$ cat src/rtl/inertial_pkg.sv
// Shared types and constants for the IMU front end: FSM states, SPI command words and
// default timing widths.
package inertial_pkg;

    localparam int unsigned DefInitWaitBits = 16;
    localparam int unsigned DefSclkDivBits  = 5;

    typedef enum logic [2:0] {
        StInitWait,
        StCfg,
        StIdle,
        StRdPl,
        StRdPh,
        StRdAl,
        StRdAh,
        StUpdate
    } imu_state_e;

    typedef enum logic {
        SpIdle,
        SpXfer
    } spi_state_e;

    localparam logic [15:0] CmdCfgInt   = 16'h0D02;
    localparam logic [15:0] CmdCfgAccel = 16'h1053;
    localparam logic [15:0] CmdCfgGyro  = 16'h1150;
    localparam logic [15:0] CmdCfgRound = 16'h1460;

    localparam logic [15:0] CmdRdPl = 16'hA200;
    localparam logic [15:0] CmdRdPh = 16'hA300;
    localparam logic [15:0] CmdRdAl = 16'hAC00;
    localparam logic [15:0] CmdRdAh = 16'hAD00;

    function automatic logic [15:0] cfg_cmd(input logic [1:0] idx);
        logic [15:0] cmd;
        case (idx)
            2'd0:    cmd = CmdCfgInt;
            2'd1:    cmd = CmdCfgAccel;
            2'd2:    cmd = CmdCfgGyro;
            default: cmd = CmdCfgRound;
        endcase
        return cmd;
    endfunction

endpackage

$ cat src/rtl/spi_mstr16.sv
// 16-bit SPI master, mode 3, MSB first. SCLK period is 2^SCLK_DIV_BITS clocks with a
// half-period of SCLK-high lead-in after SS_n falls and a half-period tail before it rises.
module spi_mstr16
    import inertial_pkg::*;
#(
    parameter int unsigned SCLK_DIV_BITS = DefSclkDivBits
) (
    input  logic        clk,
    input  logic        rst_n,
    input  logic        wrt,
    input  logic [15:0] cmd,
    input  logic        MISO,
    output logic        SS_n,
    output logic        SCLK,
    output logic        MOSI,
    output logic        done,
    output logic [15:0] rd_data
);

    localparam logic [SCLK_DIV_BITS-1:0] DivHalf = {1'b1, {(SCLK_DIV_BITS-1){1'b0}}};
    localparam logic [SCLK_DIV_BITS-1:0] DivRise = ~DivHalf;
    localparam logic [SCLK_DIV_BITS-1:0] DivFall = '1;
    localparam logic [SCLK_DIV_BITS-1:0] DivOne  = {{(SCLK_DIV_BITS-1){1'b0}}, 1'b1};

    spi_state_e               r_state;
    spi_state_e               w_state_d;
    logic [SCLK_DIV_BITS-1:0] r_div;
    logic [4:0]               r_bit_cnt;
    logic [15:0]              r_shft;
    logic                     r_smpl;
    logic                     r_ss_n;
    logic                     r_sclk;
    logic                     r_done;
    logic                     w_rise;
    logic                     w_fall;
    logic                     w_last;

    always_comb begin
        w_rise    = (r_state == SpXfer) && (r_div == DivRise);
        w_fall    = (r_state == SpXfer) && (r_div == DivFall);
        // The fall point after the 16th rise ends the frame instead of dropping SCLK.
        w_last    = w_fall && (r_bit_cnt == 5'd16);
        w_state_d = r_state;
        unique case (r_state)
            SpIdle:  if (wrt) w_state_d = SpXfer;
            SpXfer:  if (w_last) w_state_d = SpIdle;
            default: w_state_d = SpIdle;
        endcase
    end

    always_ff @(posedge clk) begin
        if (!rst_n) begin
            r_state   <= SpIdle;
            r_div     <= '0;
            r_bit_cnt <= '0;
            r_shft    <= '0;
            r_smpl    <= 1'b0;
            r_ss_n    <= 1'b1;
            r_sclk    <= 1'b1;
            r_done    <= 1'b0;
        end else begin
            r_state <= w_state_d;
            r_done  <= w_last;
            if (r_state == SpIdle) begin
                if (wrt) begin
                    r_shft    <= cmd;
                    r_div     <= DivHalf;
                    r_bit_cnt <= '0;
                    r_ss_n    <= 1'b0;
                end
            end else begin
                r_div <= r_div + DivOne;
                if (w_rise) begin
                    r_sclk    <= 1'b1;
                    r_smpl    <= MISO;
                    r_bit_cnt <= r_bit_cnt + 5'd1;
                end
                if (w_fall) begin
                    // First fall only opens the frame; MSB is already on MOSI.
                    if (r_bit_cnt != 5'd0) r_shft <= {r_shft[14:0], r_smpl};
                    if (w_last) r_ss_n <= 1'b1;
                    else        r_sclk <= 1'b0;
                end
            end
        end
    end

    assign SS_n    = r_ss_n;
    assign SCLK    = r_sclk;
    assign MOSI    = r_shft[15];
    assign done    = r_done;
    assign rd_data = r_shft;

endmodule

$ cat src/rtl/inertial_interface.sv
// IMU front end: waits for power-up, configures the IMU, then on each data-ready reads
// pitch rate and Z acceleration and presents them with a one-cycle vld pulse.
module inertial_interface
    import inertial_pkg::*;
#(
    parameter int unsigned INIT_WAIT_BITS = DefInitWaitBits,
    parameter int unsigned SCLK_DIV_BITS  = DefSclkDivBits
) (
    input  logic        clk,
    input  logic        rst_n,
    input  logic        INT,
    input  logic        MISO,
    output logic        SS_n,
    output logic        SCLK,
    output logic        MOSI,
    output logic        vld,
    output logic [15:0] ptch_rt,
    output logic [15:0] AZ
);

    localparam logic [INIT_WAIT_BITS-1:0] TmrOne = {{(INIT_WAIT_BITS-1){1'b0}}, 1'b1};

    imu_state_e                r_state;
    imu_state_e                w_state_d;
    logic [INIT_WAIT_BITS-1:0] r_tmr;
    logic [1:0]                r_cfg_idx;
    logic                      r_wait;
    logic                      r_int_ff1;
    logic                      r_int_ff2;
    logic [7:0]                r_pl;
    logic [7:0]                r_ph;
    logic [7:0]                r_al;
    logic                      r_vld;
    logic [15:0]               r_ptch;
    logic [15:0]               r_az;
    logic                      w_wrt;
    logic [15:0]               w_cmd;
    logic                      w_done;
    logic [15:0]               w_rd_data;
    logic                      w_unused_rd_hi;

    spi_mstr16 #(
        .SCLK_DIV_BITS(SCLK_DIV_BITS)
    ) u_spi (
        .clk    (clk),
        .rst_n  (rst_n),
        .wrt    (w_wrt),
        .cmd    (w_cmd),
        .MISO   (MISO),
        .SS_n   (SS_n),
        .SCLK   (SCLK),
        .MOSI   (MOSI),
        .done   (w_done),
        .rd_data(w_rd_data)
    );

    // Only the reply byte carries register data.
    assign w_unused_rd_hi = ^w_rd_data[15:8];

    always_comb begin
        w_state_d = r_state;
        w_wrt     = 1'b0;
        w_cmd     = CmdRdPl;
        unique case (r_state)
            StInitWait: if (r_tmr == '1) w_state_d = StCfg;
            StCfg: begin
                w_cmd = cfg_cmd(r_cfg_idx);
                w_wrt = !r_wait;
                if (w_done && r_cfg_idx == 2'd3) w_state_d = StIdle;
            end
            StIdle: if (r_int_ff2) w_state_d = StRdPl;
            StRdPl: begin
                w_cmd = CmdRdPl;
                w_wrt = !r_wait;
                if (w_done) w_state_d = StRdPh;
            end
            StRdPh: begin
                w_cmd = CmdRdPh;
                w_wrt = !r_wait;
                if (w_done) w_state_d = StRdAl;
            end
            StRdAl: begin
                w_cmd = CmdRdAl;
                w_wrt = !r_wait;
                if (w_done) w_state_d = StRdAh;
            end
            StRdAh: begin
                w_cmd = CmdRdAh;
                w_wrt = !r_wait;
                if (w_done) w_state_d = StUpdate;
            end
            StUpdate: w_state_d = StIdle;
            default:  w_state_d = StInitWait;
        endcase
    end

    always_ff @(posedge clk) begin
        if (!rst_n) begin
            r_state   <= StInitWait;
            r_tmr     <= '0;
            r_cfg_idx <= '0;
            r_wait    <= 1'b0;
            r_int_ff1 <= 1'b0;
            r_int_ff2 <= 1'b0;
            r_pl      <= '0;
            r_ph      <= '0;
            r_al      <= '0;
            r_vld     <= 1'b0;
            r_ptch    <= '0;
            r_az      <= '0;
        end else begin
            r_state   <= w_state_d;
            r_int_ff1 <= INT;
            r_int_ff2 <= r_int_ff1;
            if (r_state == StInitWait) r_tmr <= r_tmr + TmrOne;
            if (w_wrt)       r_wait <= 1'b1;
            else if (w_done) r_wait <= 1'b0;
            if (r_state == StCfg && w_done) r_cfg_idx <= r_cfg_idx + 2'd1;
            if (w_done) begin
                case (r_state)
                    StRdPl:  r_pl <= w_rd_data[7:0];
                    StRdPh:  r_ph <= w_rd_data[7:0];
                    StRdAl:  r_al <= w_rd_data[7:0];
                    default: ;
                endcase
            end
            // Loaded on the RD_AH done edge so the new pair and vld appear together in UPDATE.
            r_vld <= (r_state == StRdAh) && w_done;
            if (r_state == StRdAh && w_done) begin
                r_ptch <= {r_ph, r_pl};
                r_az   <= {w_rd_data[7:0], r_al};
            end
        end
    end

    assign vld     = r_vld;
    assign ptch_rt = r_ptch;
    assign AZ      = r_az;

endmodule

$ cat config.mk
export PLATFORM = sky130hd
export DESIGN_NAME = inertial_interface
export DESIGN_NICKNAME = d
export VERILOG_FILES = /design/src/rtl/inertial_pkg.sv /design/src/rtl/spi_mstr16.sv /design/src/rtl/inertial_interface.sv
export SDC_FILE = /design/constraint.sdc
export NUM_CORES = 1
export LEC_CHECK = 0
export ABC_AREA = 1
export CAP_MARGIN = 20
export CORE_UTILIZATION = 55
export CTS_CLUSTER_SIZE = 20
export DETAILED_ROUTE_END_ITERATION = 10
export PLACE_DENSITY_LB_ADDON = 0.12
export SKIP_LAST_GASP = 1
export SYNTH_ARGS = -nofsm -noshare
export SYNTH_HDL_FRONTEND = slang
export SYNTH_HIERARCHICAL = 1
export SYNTH_SLANG_ARGS = --single-unit
$ cat constraint.sdc
create_clock -name clk -period 4.6 [get_ports clk]
set_input_delay 0.92 -clock clk [delete_from_list [all_inputs] [get_ports clk]]
set_output_delay 0.92 -clock clk [all_outputs]
set_load 0.005 [all_outputs]
# Word-level counts from Yosys, hierarchy flattened
# Index checks and enable logic that the tools add are counted.
# word_totals
register_bits	112
input_bits	4
out_inout_bits	36
# classes
addsub	4
eq_ne	25
mux	32
n_bitwise	1
reduce_logical	21
# ops
cell	n
$mux W16	4
$pmux W16 S4	1
$pmux W13 S3	1
$mux W5	5
$pmux W3 S8	1
$mux W3	7
$add A16 B1 Y16 const B	1
$eq A16 B16 Y1 const B	1
$ne A2 B2 Y1 const B	7
$eq A3 B3 Y1 const B	4
$mux W1	12
$add A5 B1 Y5 const B	2
$eq A5 B5 Y1 const B	2
$reduce_and A2 Y1	5
$ne A2 B1 Y1 const B	4
$reduce_and A7 Y1	1
$eq A3 B2 Y1 const B	2
$logic_and A1 B1 Y1	6
$reduce_and A3 Y1	2
$eq A5 B4 Y1 const B	1
$reduce_bool A5 Y1	1
$reduce_or A5 Y1	1
$eq A2 B2 Y1 const B	2
$reduce_bool A2 Y1	2
8 further kinds	8

# Longest topological paths before layout
# logic_depth
depth_word	6
mapped_depth	12
ltp_nobuf	11

# By module
# Netlist, hierarchy kept.
# modules_own_cells
mod	instances	cells_per_inst	area_per_inst_um2	seq_area_each_um2
inertial_interface	1	448	3299.4	1621.6
spi_mstr16	1	229	1695.4	620.6

# Worst setup path before layout
# No wires, ideal clock.
# synth_timing
kind	flip-flop to flip-flop
startpoint	register, netlist name r_state[0]
endpoint	register u_spi.r_shft[15], in the netlist u_spi/rd_data[15]
t_arrival_ns	1.578
t_required_ns	4.485
path_slack_ns	2.907
stages_incl_launch_ff	12
path_buffers	1
period_less_slack_ns	1.693
cell_sequence	dfxtp_1 > inv_1 > nor2_4 > nor2_1 > nand2_1 > inv_1 > or2_1 > inv_1 > nand2_8 > buf_4 > a21oi_1 > nor2_1
# synth_lines
element	line_no	rtl
end signal, assigned	spi_mstr16.sv:66	r_shft <= cmd;
end signal, assigned	spi_mstr16.sv:80	if (r_bit_cnt != 5'd0) r_shft <= {r_shft[14:0], r_smpl};
end, declared	spi_mstr16.sv:29	logic [15:0] r_shft;

# Worst setup path in the final report
# layout_timing
startpoint	register r_az[12], in the netlist AZ[12]
endpoint	output port AZ[12]
# layout_lines
element	line_no	rtl
start, declared	inertial_interface.sv:35	logic [15:0] r_az;
start signal, assigned	inertial_interface.sv:131	r_az <= {w_rd_data[7:0], r_al};
end, declared	inertial_interface.sv:18	output logic [15:0] AZ
# No word-level cell between the ends.

==> summary.md <==
| Metric | Value |
|---|---|
| Status | finished clean |
| Hold Vio Cnt, Final | 0 |
| Worst path depth | 1 |
| FILL cells | 805 |
| CTS Sinks | 112 |
| WL met1 | 4.80 mm |
| Post_cts resized | 0 |
| Hold-fix buffers, CTS | 0 |
| Slew headroom | 37.5% |
| Vias in the first global route | 3826 |
| Crit-path slowest cell | clkdlybuf4s50_1 |
| Top Layer Used | met4 |
| DR iter-0 viols | 144 |
| Mapped cell area | 0.00499 mm2 |
| Non-Filler Instances | 817 |
| ANT nets after route | 0 |
| GR Overflow Total | 0 |
| Clk Latency, worst-skew pair | 0.37 ns |
| Delay-heaviest family, CP | buffers and inverters |
| ANT cells | 0 |
| WL met2 | 4.47 mm |
| Area of the multi-input gates | 0.00232 mm2 |
| Drt wl/cell | 11.9 um |
| GRT Overall Usage | 21.9% |
| Synth Area per Inst | 7.38 um2 |
| Nets | 720 |
| R2R Path Start | r_state[0] |
| Post-CTS Setup Bufs | 0 |
| Clock Path Buffers | 2 |
| Hold slack | 0.434 ns |
| Initial Utilization | 56.9% |
| Worst setup SP type | flop |
| Crit path kind | reg2out |
| # IOs | 40 |
| Layout overhead on the synthesized area | 11.2% |
| Vias | 4204 |
| Die height | 97.2 um |
| Final Critical Period | 2.15 ns |
| Area taken by flip-flops and latches | 0.00224 mm2 |
| Met3 WL post-DR | 327 um |
| RSZ-0062 raised after global routing | no |
| Clock skew | 0.0112 ns |
| Mapped Cells | 676 |
| DP Cell Count | 800 |
| Final setup fails | 0 |
| Fmax | 465 MHz |
| Pre-antenna DRT Iters | 5 |
| Peak VDD IR | 0.264 mV |
| Data arrival, critical path | 1.23 ns |
| Max_cap viols | 0 |
| Die ar. | 0.00945 mm2 |
| Worst R2R Setup Slack | 2.55 ns |
| # port buffers | 39 |
| CTS buffer count | 9 |
| Slew @ Worst Pin | 0.938 ns |
| Hold EP | r_int_ff2 |
| R2R Path End | ptch_rt[7] |
| Worst Path Max Fanout | 2 |
| # DRC | 0 |
| Clock-pin slew on the worst setup and hold paths | 0.11 ns |
| Hold wc startpoint | r_int_ff1 |
| Hold Crit Depth | 2 |
| Power Density | 441 mW/mm2 |
| Final HPWL DP | 6.50 mm |
| R2r worst-path depth | 6 |
| Die W | 97.2 um |
| Final slew viol count | 0 |
| Hold Path Class | reg2reg |
| Setup TNS | 0 ns |
| Pre-CTS setup slack | 2.05 ns |
| Fraction of layout cells with a size suffix above 1 | 7.48% |
| Worst path bufs/invs | 1 |
| CTS HTree Levels | 3 |
| Root buffer cell | clkbuf_8 |
| Slowest stage delay, CP | 0.51 ns |
| Syn. warnings | 6 |
| Antenna violations before repair | 0 |
| Final WS setup | 2.45 ns |
| Crit path cell chain | clkdlybuf4s50_1 |
| Largest net degree at the start of global routing | 63 |
| Routability Congestion | 0.814 |
| Leakage | 2.60 nW |
| Final worst path period share | 46.7% |
| Worst setup EP type | primary output |
| Via density per instance | 5.15 |
| Final wirelength | 9.72 mm |
| Row count | 34 |
| Core footprint | 0.00876 mm2 |
| CTS tree | done |
| Req. time, crit path | 3.68 ns |
| First-pass GRT wire length | 17.2 mm |
-- placed cells by master (no fill, tap or decap), drive strengths merged, types with 9 or more instances in the layout --
master           n
nor2           182
clkbuf          10
nand3           36
dfxtp          112
o21ai           91
nand2           89
nor3             9
a21oi           35
clkdlybuf4s50   38
inv             68
ha              12
-- sequential cells by signal, indices dropped and copies added, names as in the netlist, 5 cells and up --
| register | flops |
|---|---|
| AZ | 16 |
| ptch_rt | 16 |
| r_al | 8 |
| r_ph | 8 |
| r_pl | 8 |
| r_tmr | 16 |
| u_spi/r_bit_cnt | 5 |
| u_spi/r_div | 5 |
| u_spi/rd_data | 16 |
-- metal layers --
metal / track usage (%) / vias to the layer above
met5: 0 / -
met4: 6.45 / 0
met3: 3.74 / 10
met2: 36.7 / 67
met1: 29.1 / 1918
li1: - / 2209
-- layout make-up --
cell class | count | area share [%]
Sequential cell | 112 | 40.4
Clock inverter | 6 | 0.925
Tap cell | 108 | 2.44
Inverter | 67 | 4.65
Clock buffer | 10 | 2.48
Timing Repair Buffer | 41 | 7.29
Multi-Input combinational cell | 473 | 41.8
-- where the power goes --
group / internal, mW / leakage [nW] / switching (mW) / total, mW
Combinational: 0.253 / 1.60 / 0.441 / 0.693
Clock: 0.221 / 0.0927 / 0.340 / 0.561
Sequential: 1.07 / 0.906 / 0.122 / 1.19
-- worst max path at each step --
stage	endpoint	slack, ns	start
CTS	ptch_rt[7]	2.07	r_state[0]
detailed placement	u_spi/r_div[4]	2.05	rst_n
floorplan	u_spi/rd_data[15]	2.91	r_state[0]
global route	u_spi/r_div[4]	2.26	rst_n
finish	AZ[12]	2.45	AZ[12]
global placement	u_spi/r_div[4]	2.09	rst_n
-- per-stage QoR --
stage	cell area, um2	power (mW)	util, %
after floorplan	5000	1.81	-
after global placement	5350	1.88	61.0
after detailed placement	5350	1.91	61.0
after CTS	5530	2.47	63.1
after global routing	5550	2.63	63.3
final	5550	2.45	63.3
No activity file was read; power rests on OpenSTA's default activity.
==> variant 1, RTL diff (same flow settings) <==
Set the package constant `DefSclkDivBits` to 7 (it was 5).
--- a/src/rtl/inertial_pkg.sv
+++ b/src/rtl/inertial_pkg.sv
@@ -4,5 +4,5 @@
 
     localparam int unsigned DefInitWaitBits = 16;
-    localparam int unsigned DefSclkDivBits  = 5;
+    localparam int unsigned DefSclkDivBits  = 7;
 
     typedef enum logic [2:0] {
Formal check against the unedited RTL: same outputs for any inputs over 10 cycles, from zero or initial values and one cycle with rst_n low; that may be too few to reach the edited logic, so the function may still have changed.
==> variant 1 against the unedited design <==
- sequential share of layout area down 2.3 points
- power rose by 29%
- critical path depth is the same
- worst setup slack lost 140 ps
- combinational power up 5.5%
- worst hold slack about the same
- final area rose by 8.0%
- largest cell class unchanged
- area after synthesis is 0.60% higher
- wire length is 12% higher
- clock power increased by 110%
- core utilization rose by 5.0 points
- sequential cell count rose by 2
==> variant 1: results (changes against the unedited design) <==
IO Port Bufs=39 (unchanged); GR Util met3=0.0597 (+0.0223); layout cell share with drive strength beyond 1=0.0889 (+0.0141); initial DRC count=282 (+96%); H-tree Lvls=4 (+1); vias in the first global route=4162 (+8.8%); multi-input gate count=497 (+5.1%); clock network power share=0.382 (+0.153); Worst Tran Pin Value=991 ps (+52.6 ps); Num CTS Buffers=17 (+8); fraction of area in multi-input gates=0.393 (-0.0246); Final min period=2290 ps (+141 ps); delay-heaviest family, CP=buffers and inverters; wire length on met3=575 microns (+76%); # clk buffers=17 (+7); dpl ws=2150 ps (+90.7 ps); # fillers=750 (-6.8%); largest net degree at the start of global routing=64 (+1.6%); Clock-cell share=0.0917 (+0.0577); NonClk Buf Share=0.0669 (-0.00600); Max VDD drop=0.399 mV (+51%); met1 WL=4900 microns (+2.1%); arrival time at the worst endpoint=1370 ps (+140 ps); Via density=5.18 (+0.71%); Top Metal Used=met4; clk slew on worst S/H paths=60 ps (-50 ps); GRT met1 Usage=0.307 (+0.0165); CTS Buffer Depth=2 (unchanged); Critical path origin=ptch_rt[10]; met2 GRT Util=0.412 (+0.0453); GP Congestion=0.841 (+3.4%); worst reg2reg setup slack=2460 ps (-90 ps); Non-CTS inverters=70 (+4.5%); Seq. cell area=0.00228 sq mm (+1.8%); Cell Int Power=0.00205 W (+33%); crit path max fanout=2 (unchanged); Pleak=2.76 nW (+6.3%); clk_skew=8.24 ps (-2.94 ps); Clock Latency Late Sink=510 ps (+140 ps); met2 wire length=5280 microns (+18%); first-pass GRT wire length=18900 microns (+9.7%); status=finished, final reports clean; Sink Count=114 (+1.8%); WL/cell=12.6 microns (+6.0%); Nets=755 (+4.9%); Yosys warnings=6 (unchanged); diodes inserted=0 (unchanged); detailed placer's ending HPWL=6850 microns (+5.4%); Tot GR Track Use=0.245 (+0.0254)
-- variant 1: changes by cell type in the layout (fill, tap and decap cells not counted), sizes merged, moves of 3 or more --
cell      unedited run  this run
nor2               182       207
nand2               89       104
a21oi               35        21
clkbuf              10        17
inv                 68        73
clkinv               3         6
clkinvlp             2         5
nand3               36        39
-- variant 1: metrics by stage --
stage | cells | total power, W | hold WS (ps) | cell area, sq um | utilization
floorplan | 705 | 0.00180 | 390 | 5030 | -
global placement | 830 | 0.00193 | 411 | 5440 | 0.621
detailed placement | 830 | 0.00195 | 406 | 5440 | 0.621
CTS | 862 | 0.00316 | 441 | 5990 | 0.683
global route | 862 | 0.00334 | 473 | 5990 | 0.683
finish | 862 | 0.00314 | 434 | 5990 | 0.683
-- variant 1: final timing paths --
check,endpoint,depth (start not counted)
worst min-delay path,r_int_ff2,2
worst min register to register,r_int_ff2,2
worst max-delay path,ptch_rt[10],1
worst max register to register,u_spi/r_bit_cnt[2],12
==> variant 2, RTL diff (same flow settings) <==
Without the edit above. Make the reset (`rst_n`) asynchronous in 2 clocked blocks.
--- a/src/rtl/spi_mstr16.sv
+++ b/src/rtl/spi_mstr16.sv
@@ -49,5 +49,5 @@
     end
 
-    always_ff @(posedge clk) begin
+    always_ff @(posedge clk or negedge rst_n) begin
         if (!rst_n) begin
             r_state   <= SpIdle;
--- a/src/rtl/inertial_interface.sv
+++ b/src/rtl/inertial_interface.sv
@@ -95,5 +95,5 @@
     end
 
-    always_ff @(posedge clk) begin
+    always_ff @(posedge clk or negedge rst_n) begin
         if (!rst_n) begin
             r_state   <= StInitWait;
Check against the original RTL: no difference found for any inputs over 10 cycles, from zero or initial values and one cycle with rst_n low; that may be too few to reach the edited logic, so the function may still have changed.
==> variant 2 against the unedited design <==
- worst setup slack lost 180 ps
- wire length increased by 0.94%
- sequential cell count stayed put
- critical path depth unchanged
- count of clock-buffer cells in the layout grew 1
- area after synthesis up 3.6%
- core utilization up 0.66 points
- final area grew 5.5%
- register-to-register slack worse by 100 ps
- non-clock buffer count did not move
- highest routed layer unchanged
Power is not compared: it rests on default switching activity, and its combinational part moved more than twofold at a synthesized area within 25%.
==> variant 2: results (changes against the unedited design) <==
crit path max fanout=2 (unchanged); status=finished, final reports clean; Slew HR=0.491 (+0.116); Post CTS Setup Buffer Count=0 (unchanged); Pleak=3.00 nW; placed insts=743 (-7.1%); Slowest cell on crit path=dfstp_2; dpl ws=2420 ps (+364 ps); largest net degree at the start of global routing=49 (-22%); post-route insts no fill=759 (-7.1%); GRT met1 Usage=0.285 (-0.00544); final WL=9810 microns (+0.94%); wire length on met3=291 microns (-11%); first-pass GRT wire length=17100 microns (-0.84%); diodes inserted=0 (unchanged); GR Util met3=0.0475 (+0.0101); Clock Latency Late Sink=370 ps (about the same); GP Congestion=0.913 (+12%); Top Metal Used=met4; vias in the first global route=3702 (-3.2%); IO Port Bufs=39 (unchanged); layout cell share with drive strength beyond 1=0.0941 (+0.0194); 1st-pass router iterations=5 (unchanged); initial DRC count=174 (+21%); met1 WL=4590 microns (-4.5%); H-tree Lvls=3 (unchanged); clk_skew=9.16 ps (-2.02 ps); detailed placer's ending HPWL=6760 microns (+4.1%); Nets=659 (-8.5%); post-place instance area=0.00560 sq mm (+4.7%); Syn Area/Cell=8.53 sq um (+16%); delay-heaviest family, CP=flip-flops; arrival time at the worst endpoint=1410 ps (+180 ps); initial antenna violation count=0 (unchanged); root buf cell=clkbuf_8; Via density=5.08 (-1.3%); Num CTS Buffers=9 (unchanged); Worst Hold Class=reg -> reg; met2 GRT Util=0.380 (+0.0130); met2 wire length=4840 microns (+8.3%); clk slew on worst S/H paths=100 ps; Tot GR Track Use=0.224 (+0.00482); crit-path max cell delay=540 ps (+30 ps); Yosys warnings=6 (unchanged); # resized after CTS=0 (unchanged); Max VDD drop=0.180 mV; CTS Buffer Depth=2 (unchanged)
## variant 2: report_power, final
part	switching [W]	total, W	internal [W]
sequential	0.000000308	0.000985	0.000985
clock	0.000316	0.000707	0.000390
combinational	0.0000195	0.0000234	0.00000388
## variant 2: layout make-up
class,count,area [sq um]
fillers,788,3300
flip-flops and latches,112,2810
multi-input cells,434,2080
repair buffers,41,403
inverters,45,170
clock buffers,11,151
well taps,111,139
clock inverters,5,103
## variant 2: final timing paths
path,startpoint,endpoint,slack (ps),cells after the start
max,u_spi/SCLK,SCLK,2270,1
min,r_int_ff1,r_int_ff2,360,0
max reg2reg,r_state[2],AZ[6],2450,6
min reg2reg,r_int_ff1,r_int_ff2,360,0
max in group asynchronous,rst_n,r_pl[7],3200,2
min in group asynchronous,rst_n,r_tmr[10],530,1
